**src/rtl/gf163_reduce_seq.sv**
```systemverilog
// ---------------------------------------------------------------------------
// gf163_reduce_seq
//   Multi-cycle reducer for GF(2^163) products. It takes the unreduced
//   325-bit product (degree <= 324) from the multiplier tree and reduces it
//   modulo f(x) = x^163 + x^7 + x^6 + x^3 + 1. Each cycle folds one window of
//   at most FOLD high-order bits, working from the top down.
//
// Ports
//   clk        system clock, rising edge
//   rst_n      asynchronous active-low reset
//   in_valid   unreduced product present on in_c
//   in_ready   block can accept an operand (IDLE)
//   in_c       unreduced product, bit i = coefficient of x^i
//   out_valid  out_r holds a reduced result (DONE)
//   out_ready  consumer accepts out_r
//   out_r      reduced result, bit i = coefficient of x^i
//   busy       high in FOLD or DONE
// ---------------------------------------------------------------------------
module gf163_reduce_seq #(
    parameter int FOLD = 41            // legal range 1..156
) (
    input  logic         clk,
    input  logic         rst_n,
    input  logic         in_valid,
    output logic         in_ready,
    input  logic [324:0] in_c,
    output logic         out_valid,
    input  logic         out_ready,
    output logic [162:0] out_r,
    output logic         busy
);

    localparam int NCYC  = (162 + FOLD - 1) / FOLD;
    localparam int CNT_W = $clog2(NCYC + 1);

    typedef enum logic [1:0] {
        S_IDLE,
        S_FOLD,
        S_DONE
    } state_t;

    state_t             state_q, state_d;
    logic [324:0]       w_q;       // working polynomial
    logic [324:0]       w_fold;    // working polynomial after this cycle's window
    logic [8:0]         t_q;       // window top (exclusive)
    logic [8:0]         l_ptr;     // window bottom (inclusive)
    logic [CNT_W-1:0]   cnt_q;
    logic [162:0]       r_q;
    logic               last_fold;

    assign last_fold = (state_q == S_FOLD) && (cnt_q == CNT_W'(NCYC - 1));

    // Window bottom: L = max(T - FOLD, 163).
    always_comb begin
        // NOTE: every combinational output gets a default first so no path
        // leaves it unassigned and no latch is inferred.
        l_ptr = 9'd163;
        if (t_q > 9'(163 + FOLD))
            l_ptr = t_q - 9'(FOLD);
    end

    // x^p = x^(p-156) + x^(p-157) + x^(p-160) + x^(p-163) mod f(x).
    // All targets land below L (FOLD <= 156), so bits inside one window never
    // feed each other and the whole window folds in parallel.
    always_comb begin
        w_fold = w_q;
        for (int p = 163; p < 325; p++) begin
            if (w_q[p] && (p >= int'(l_ptr)) && (p < int'(t_q))) begin
                w_fold[p]       = 1'b0;
                w_fold[p - 163] = w_fold[p - 163] ^ 1'b1;
                w_fold[p - 160] = w_fold[p - 160] ^ 1'b1;
                w_fold[p - 157] = w_fold[p - 157] ^ 1'b1;
                w_fold[p - 156] = w_fold[p - 156] ^ 1'b1;
            end
        end
    end

    // State register.
    always_ff @(posedge clk or negedge rst_n) begin
        // NOTE: sequential state uses non-blocking assignments so every
        // register updates from the values present before the edge.
        if (!rst_n)
            state_q <= S_IDLE;
        else
            state_q <= state_d;
    end

    // Next-state logic.
    always_comb begin
        state_d = state_q;
        case (state_q)
            S_IDLE: if (in_valid)  state_d = S_FOLD;
            S_FOLD: if (last_fold) state_d = S_DONE;
            S_DONE: if (out_ready) state_d = S_IDLE;
            default:               state_d = S_IDLE;
        endcase
    end

    // Datapath registers.
    always_ff @(posedge clk or negedge rst_n) begin
        // NOTE: the working register is reset as well, so a discarded
        // operand never leaks into observable state after reset.
        if (!rst_n) begin
            w_q   <= '0;
            t_q   <= 9'd325;
            cnt_q <= '0;
            r_q   <= '0;
        end else begin
            case (state_q)
                S_IDLE: begin
                    if (in_valid) begin
                        w_q   <= in_c;
                        t_q   <= 9'd325;
                        cnt_q <= '0;
                    end
                end
                S_FOLD: begin
                    w_q   <= w_fold;
                    t_q   <= l_ptr;
                    cnt_q <= cnt_q + 1'b1;
                    if (last_fold)
                        r_q <= w_fold[162:0];
                end
                default: ;
            endcase
        end
    end

    assign in_ready  = (state_q == S_IDLE);
    assign out_valid = (state_q == S_DONE);
    assign busy      = (state_q != S_IDLE);
    assign out_r     = r_q;

endmodule

```
**config.mk**
```make
export PLATFORM = sky130hd
export DESIGN_NAME = gf163_reduce_seq
export DESIGN_NICKNAME = d
export VERILOG_FILES = /design/src/rtl/gf163_reduce_seq.sv
export SDC_FILE = /design/constraint.sdc
export NUM_CORES = 2
export LEC_CHECK = 0
export CORE_MARGIN = 4
export CORE_UTILIZATION = 40
export DETAILED_ROUTE_END_ITERATION = 10
export PLACE_DENSITY = 0.6
export SLEW_MARGIN = 20
export SYNTH_ARGS = -nofsm -noshare
export SYNTH_HDL_FRONTEND = slang
export SYNTH_SLANG_ARGS = --single-unit
```
**constraint.sdc**
```tcl
create_clock -name clk -period 6 [get_ports clk]
set_clock_uncertainty 0.1 [all_clocks]
set_input_delay 1.2 -clock clk [delete_from_list [all_inputs] [get_ports clk]]
set_output_delay 1.2 -clock clk [all_outputs]
set_load 0.05 [all_outputs]
```
# Yosys cells after proc, flatten, opt, wreduce, memory -nomap -nowiden
# Cells that the tools add are included.
# Widths: inputs -> output; s select.
# totals
reg_bits	502
latch_bits	0
mem_bits_rw	0
mem_bits_ro	0
input_bits	329
output_inout_bits	166
wordCells	2444
n_memories	0
# classes
n_addsub	2
multipliers	0
div_mod_pow	0
n_lt_le_gt_ge	325
eq_ne	162
shifts	0
muxes	659
n_bitwise	648
reduce_logical	487
# ops
op	count
$ge 8x9->1 const A	93
$lt 8x9->1 const A	93
$pmux 325 s2	1
$not 1->1	648
$ge 9x9->1 const A	69
$lt 9x9->1 const A	69
$mux 1	486
$reduce_and 3->1	157
$mux 2	165
$logic_and 1x1->1	325
$mux 325	1
$ne 2x1->1 const B	157
$mux 9	2
$pmux 9 s2	1
$gt 9x8->1 const B	1
$sub 9x6->9 const B	1
$pmux 2 s3	1
$pmux 3 s2	1
$ne 2x2->1 const B	2
$reduce_and 2->1	2
$reduce_bool 2->1	2
$add 3x1->3 const B	1
$eq 3x2->1 const B	1
$mux 3	1
3 further kinds	3

# Depth between registers and ports, before layout
# logic_depth
ltp_word	329
depth_mapped	19
mapped_depth_nobuf	12

# Worst setup path after synthesis
# Ideal clock, no wire load.
# synth_timing
kind	reg2reg
start	register t_q[0]
end	register w_q[59]
setup_ns	0.126
arrival_ns	3.698
required_time_ns	5.774
setup_slack_ns	2.076
path_stages_with_launch	17
n_path_buf	4
synth_period_minus_slack_ns	3.924
cell_sequence	dfstp_2 buf_6 buf_2 inv_1 ha_1 buf_2 nor2b_2 o21ai_4 xnor2_1 buf_4 nand4_1 or3_1 a221o_1 xor2_1 xnor2_1 a21o_1 a221o_1
# synth_between
elab_chain_cells	13
word_cells_on_any_way	27
classes_between	add/sub: 1; order compare: 9; mux: 6; bitwise: 3; reduce/logical: 8
# synth_rtl
element	line	rtl
start: declaration	45	logic [8:0] t_q;
start signal: assignment	119	t_q <= l_ptr;
$sub 9x6->9 / $gt 9x8->1 (equally long branches)	59, 58	
$mux 9	58	if (t_q > 9'(163 + FOLD))
$ge 8x9->1	68	if (w_q[p] && (p >= int'(l_ptr)) && (p < int'(t_q))) begin
$logic_and 1x1->1 (2 in series)	68	
$mux 2	68	
$not 1->1 (no source line)	--	
$mux 2	68	
$not 1->1 (no source line)	--	
$mux 1	68	
$not 1->1 (no source line)	--	
$mux 1 *	68	
$pmux 325 s2 *	109	case (state_q)
end signal: assignment	112	w_q <= in_c;
end signal: assignment	118	w_q <= w_fold;
end: declaration	43	logic [324:0] w_q;
# Every way passes the cells marked *; elsewhere a longest branch is shown, timed or not.
# A chain may end at the register's enable or synchronous reset.

# Final worst setup path
# layout_timing
start	register t_q[0]
end	register r_q[144] (netlist: out_r[144])
# layout_between
elab_chain_cells	12
word_cells_on_any_way	26
classes_between	add/sub: 1; order compare: 9; mux: 5; bitwise: 3; reduce/logical: 8
# layout_rtl
element	line	rtl
$sub 9x6->9 / $gt 9x8->1 (equally long branches)	59, 58	
$mux 9	58	
$ge 9x9->1	68	
$logic_and 1x1->1 (2 in series)	68	
$mux 2	68	
$not 1->1 (no source line)	--	
$mux 2	68	
$not 1->1 (no source line)	--	
$mux 1	68	
$not 1->1 (no source line)	--	
$mux 1 *	68	
end signal: assignment	122	r_q <= w_fold[162:0];
end: declaration	48	logic [162:0] r_q;
# Marked as above.

==> impl_metrics.yaml <==
logic_synthesis:
  synth.area.top_cells: "dfrtp_1 (41%), xnor2_1 (13%), o21ai_0 (8.0%)"
  yosysWarnings: 0
  synth_top_area_share_pct: 41.2
  synth.ff_latch_count: 502
  synth_area_mm2: 0.0302
  ys.flop_type: "dfrtp_1"
  synth_edf_count: 0
  avgSynthCellArea_um2: 9.05
  syn-instance-count: 3337
  synth_seq_area_share_pct: 41.6
  yosysTopAreaCell: "dfrtp_1"
  yosysUniqueCellTypes: 100
  async_flop_share_pct: 100
  synth_nets: 3669
setup_path:
  r2r-start: "t_q[0]"
  critPathLaunchType: "register"
  cp.required_ps: 6400
  slowest_delay_ps: 850
  worstSetupPathType: "reg2reg"
  arrival_ps: 5770
  worstSetupEndpointType: "register"
  cp_cell_sequence: "inv_1, ha_1, nor2b_2, o21ai_4, xnor2_1, buf_4, o31a_1, buf_4, nand2_1, o211ai_1, xor2_1, xor2_1, xnor2_1, o21ai_0"
  startpoint: "t_q[0]"
  critPathSlowestCell: "xnor2_1"
  cp_max_fo: 17
floorplanning:
  io_pins: 495
  num_rows: 100
  core-area_mm2: 0.0747
  die_width_um: 283
  dieArea_mm2: 0.0800
  die_h_um: 283
  initial_core_util_pct: 40.4
clocking:
  clkLatencyLatePin_ps: 660
  ctsHoldBuffers: 0
  cts_max_level: 2
  post_cts_buffers: 0
  clockRootBuffer: "clkbuf_16"
  clk_path_buf_depth: 3
  clkSinkCount: 502
  cts_tree: "done"
  ctsResizeCount: 0
  cts_buffers: 58
  clk_pin_slew_ps: 60
grt:
  grt_pass1_wl_um: 230000
  overflow: 0
  grt_pass1_vias: 29000
  antenna_found_initial: 13
  track_usage_pct: 40.8
  grt_max_degree: 202
route:
  drt-total-wl_um: 168000
  drt_first_pass_iters: 8
  dr.first_iter.drc_count: 4629
  drc_errors: 0
  wl_per_cell_um: 34.5
  via_per_inst: 6.27
  postRouteAntennaNets: 0
  dr_total_vias: 30500
hold_path:
  hold_class: "reg2reg"
  hold_start: "out_r[28]"
outcome:
  outcome: "finished, final reports clean"
placed_design:
  gp_congestion: 1.09
  io_buffers: 494
  dpl.hpwl_um: 128000
flow_run:
  cap_violations: 0
sta:
  max_slew_margin_pct: 17.6
  worst_pin_slew_ps: 1240
  fmax_mhz: 186
  hold_ws_ps: 373
  setup_violations: 0
  hold_viol: 0
  rsz0062_at_grt: "no"
  tns_ps: 0
  min_period_over_period_pct: 89.4
  drv_slew: 0
  period_needed_ps: 5370
final_layout:
  fillers: 7001
  areaGrowthSynthToFinish_pct: 29.8
  final_layout_size_suffix_gt1_share_pct: 10.1
  multi_input_area_mm2: 0.0166
  fin_nets: 4174
  ff_latch_area_mm2: 0.0126
-- stage by stage --
stage | cell area [um^2] | utilization (%) | instances | setup WS (ps)
2_1_floorplan | 30200 | - | 3337 | 2080
3_3_place_gp | 37100 | 49.7 | 4751 | 771
3_5_place_dp | 37100 | 49.7 | 4751 | 834
4_1_cts | 39200 | 52.5 | 4859 | 823
5_1_grt | 39200 | 52.5 | 4862 | 442
6_report | 39200 | 52.5 | 4865 | 634
-- kinds of logic after synthesis --
logic type      count (synthesis)  synth area share, %
fa+ha+maj                       3                0.124
flops                         502                 41.6
simple gates                  836                 12.5
compound gates               1148                 25.2
xor+xnor                      567                 16.6
mux                             9                0.298
buf+inv                       272                 3.73
-- synthesized netlist by cell type (10+ instances only) --
| master | instances |
|---|---|
| o21ai_1 | 14 |
| clkbuf_1 | 195 |
| a21oi_1 | 115 |
| or3_1 | 16 |
| a22oi_1 | 157 |
| and3_1 | 12 |
| buf_1 | 20 |
| or2_2 | 10 |
| a221o_1 | 20 |
| a31oi_1 | 13 |
| nand3_1 | 50 |
| nor3b_1 | 12 |
| nand2b_1 | 21 |
| nand4_1 | 22 |
| xnor2_1 | 441 |
| buf_2 | 33 |
| a22o_1 | 158 |
| o2111ai_1 | 31 |
| inv_1 | 10 |
| o211ai_1 | 38 |
| nand2_1 | 493 |
| xor2_1 | 121 |
| o21ai_0 | 483 |
| nor2_1 | 98 |
| dfrtp_1 | 498 |
| a21o_1 | 17 |
| nor3_1 | 44 |
-- worst max-delay path, delay by kind of cell, from the launching register on --
kind            cells  cell delay (ps)
fa+ha+maj           1              420
buf+inv             3              850
xor+xnor            4             1620
compound gates      4             1140
simple gates        2              580
flops               1              480
-- cells in the final DEF, fill, tap and decap left out, types with 50 or more instances in the layout --
cell type / synthesis / routed
clkbuf_16: 0 / 59
o21ai_0: 483 / 478
buf_4: 7 / 198
a22oi_1: 157 / 157
dfrtp_1: 498 / 497
nand2_1: 493 / 491
xnor2_1: 441 / 440
clkdlybuf4s50_1: 0 / 493
a21oi_1: 115 / 113
a22o_1: 158 / 158
nor2_1: 98 / 96
nand3_1: 50 / 50
xor2_1: 121 / 121
-- state kept, by name, summed over array words and instances, names as in the netlist --
signal   cells
w_q        325
out_r      163
t_q          9
cnt_q        3
state_q      2
-- cell type report --
class	count	area share, %
multi-input cells	2563	42.4
flip-flops and latches	502	32.1
repair buffers	705	17.1
clock buffers	80	4.27
well taps	969	3.09
clock inverters	28	0.951
inverters	12	0.115
diodes	6	0.0383
-- layer usage --
metal  vias up  part of all wire, %  GRT usage (%)
met2      2021                   41           57.2
li1      12900                    -              -
met5         -                0.041              0
met4        10                  3.9           13.6
met3       307                   12           13.0
met1     15200                   43           59.5
-- final timing paths --
check | slack [ps] | cells after the start | end
min in group asynchronous | 490 | 1 | out_r[28]
worst max-delay path | 630 | 14 | out_r[144]
worst max register to register | 630 | 14 | out_r[144]
worst min-delay path | 370 | 2 | out_r[28]
max in group asynchronous | 4040 | 2 | out_r[5]
worst min register to register | 370 | 2 | out_r[28]
Power is left out: the tool's default activity adds up to more than one toggle a clock period on the data nets, which glitch-free logic cannot reach.
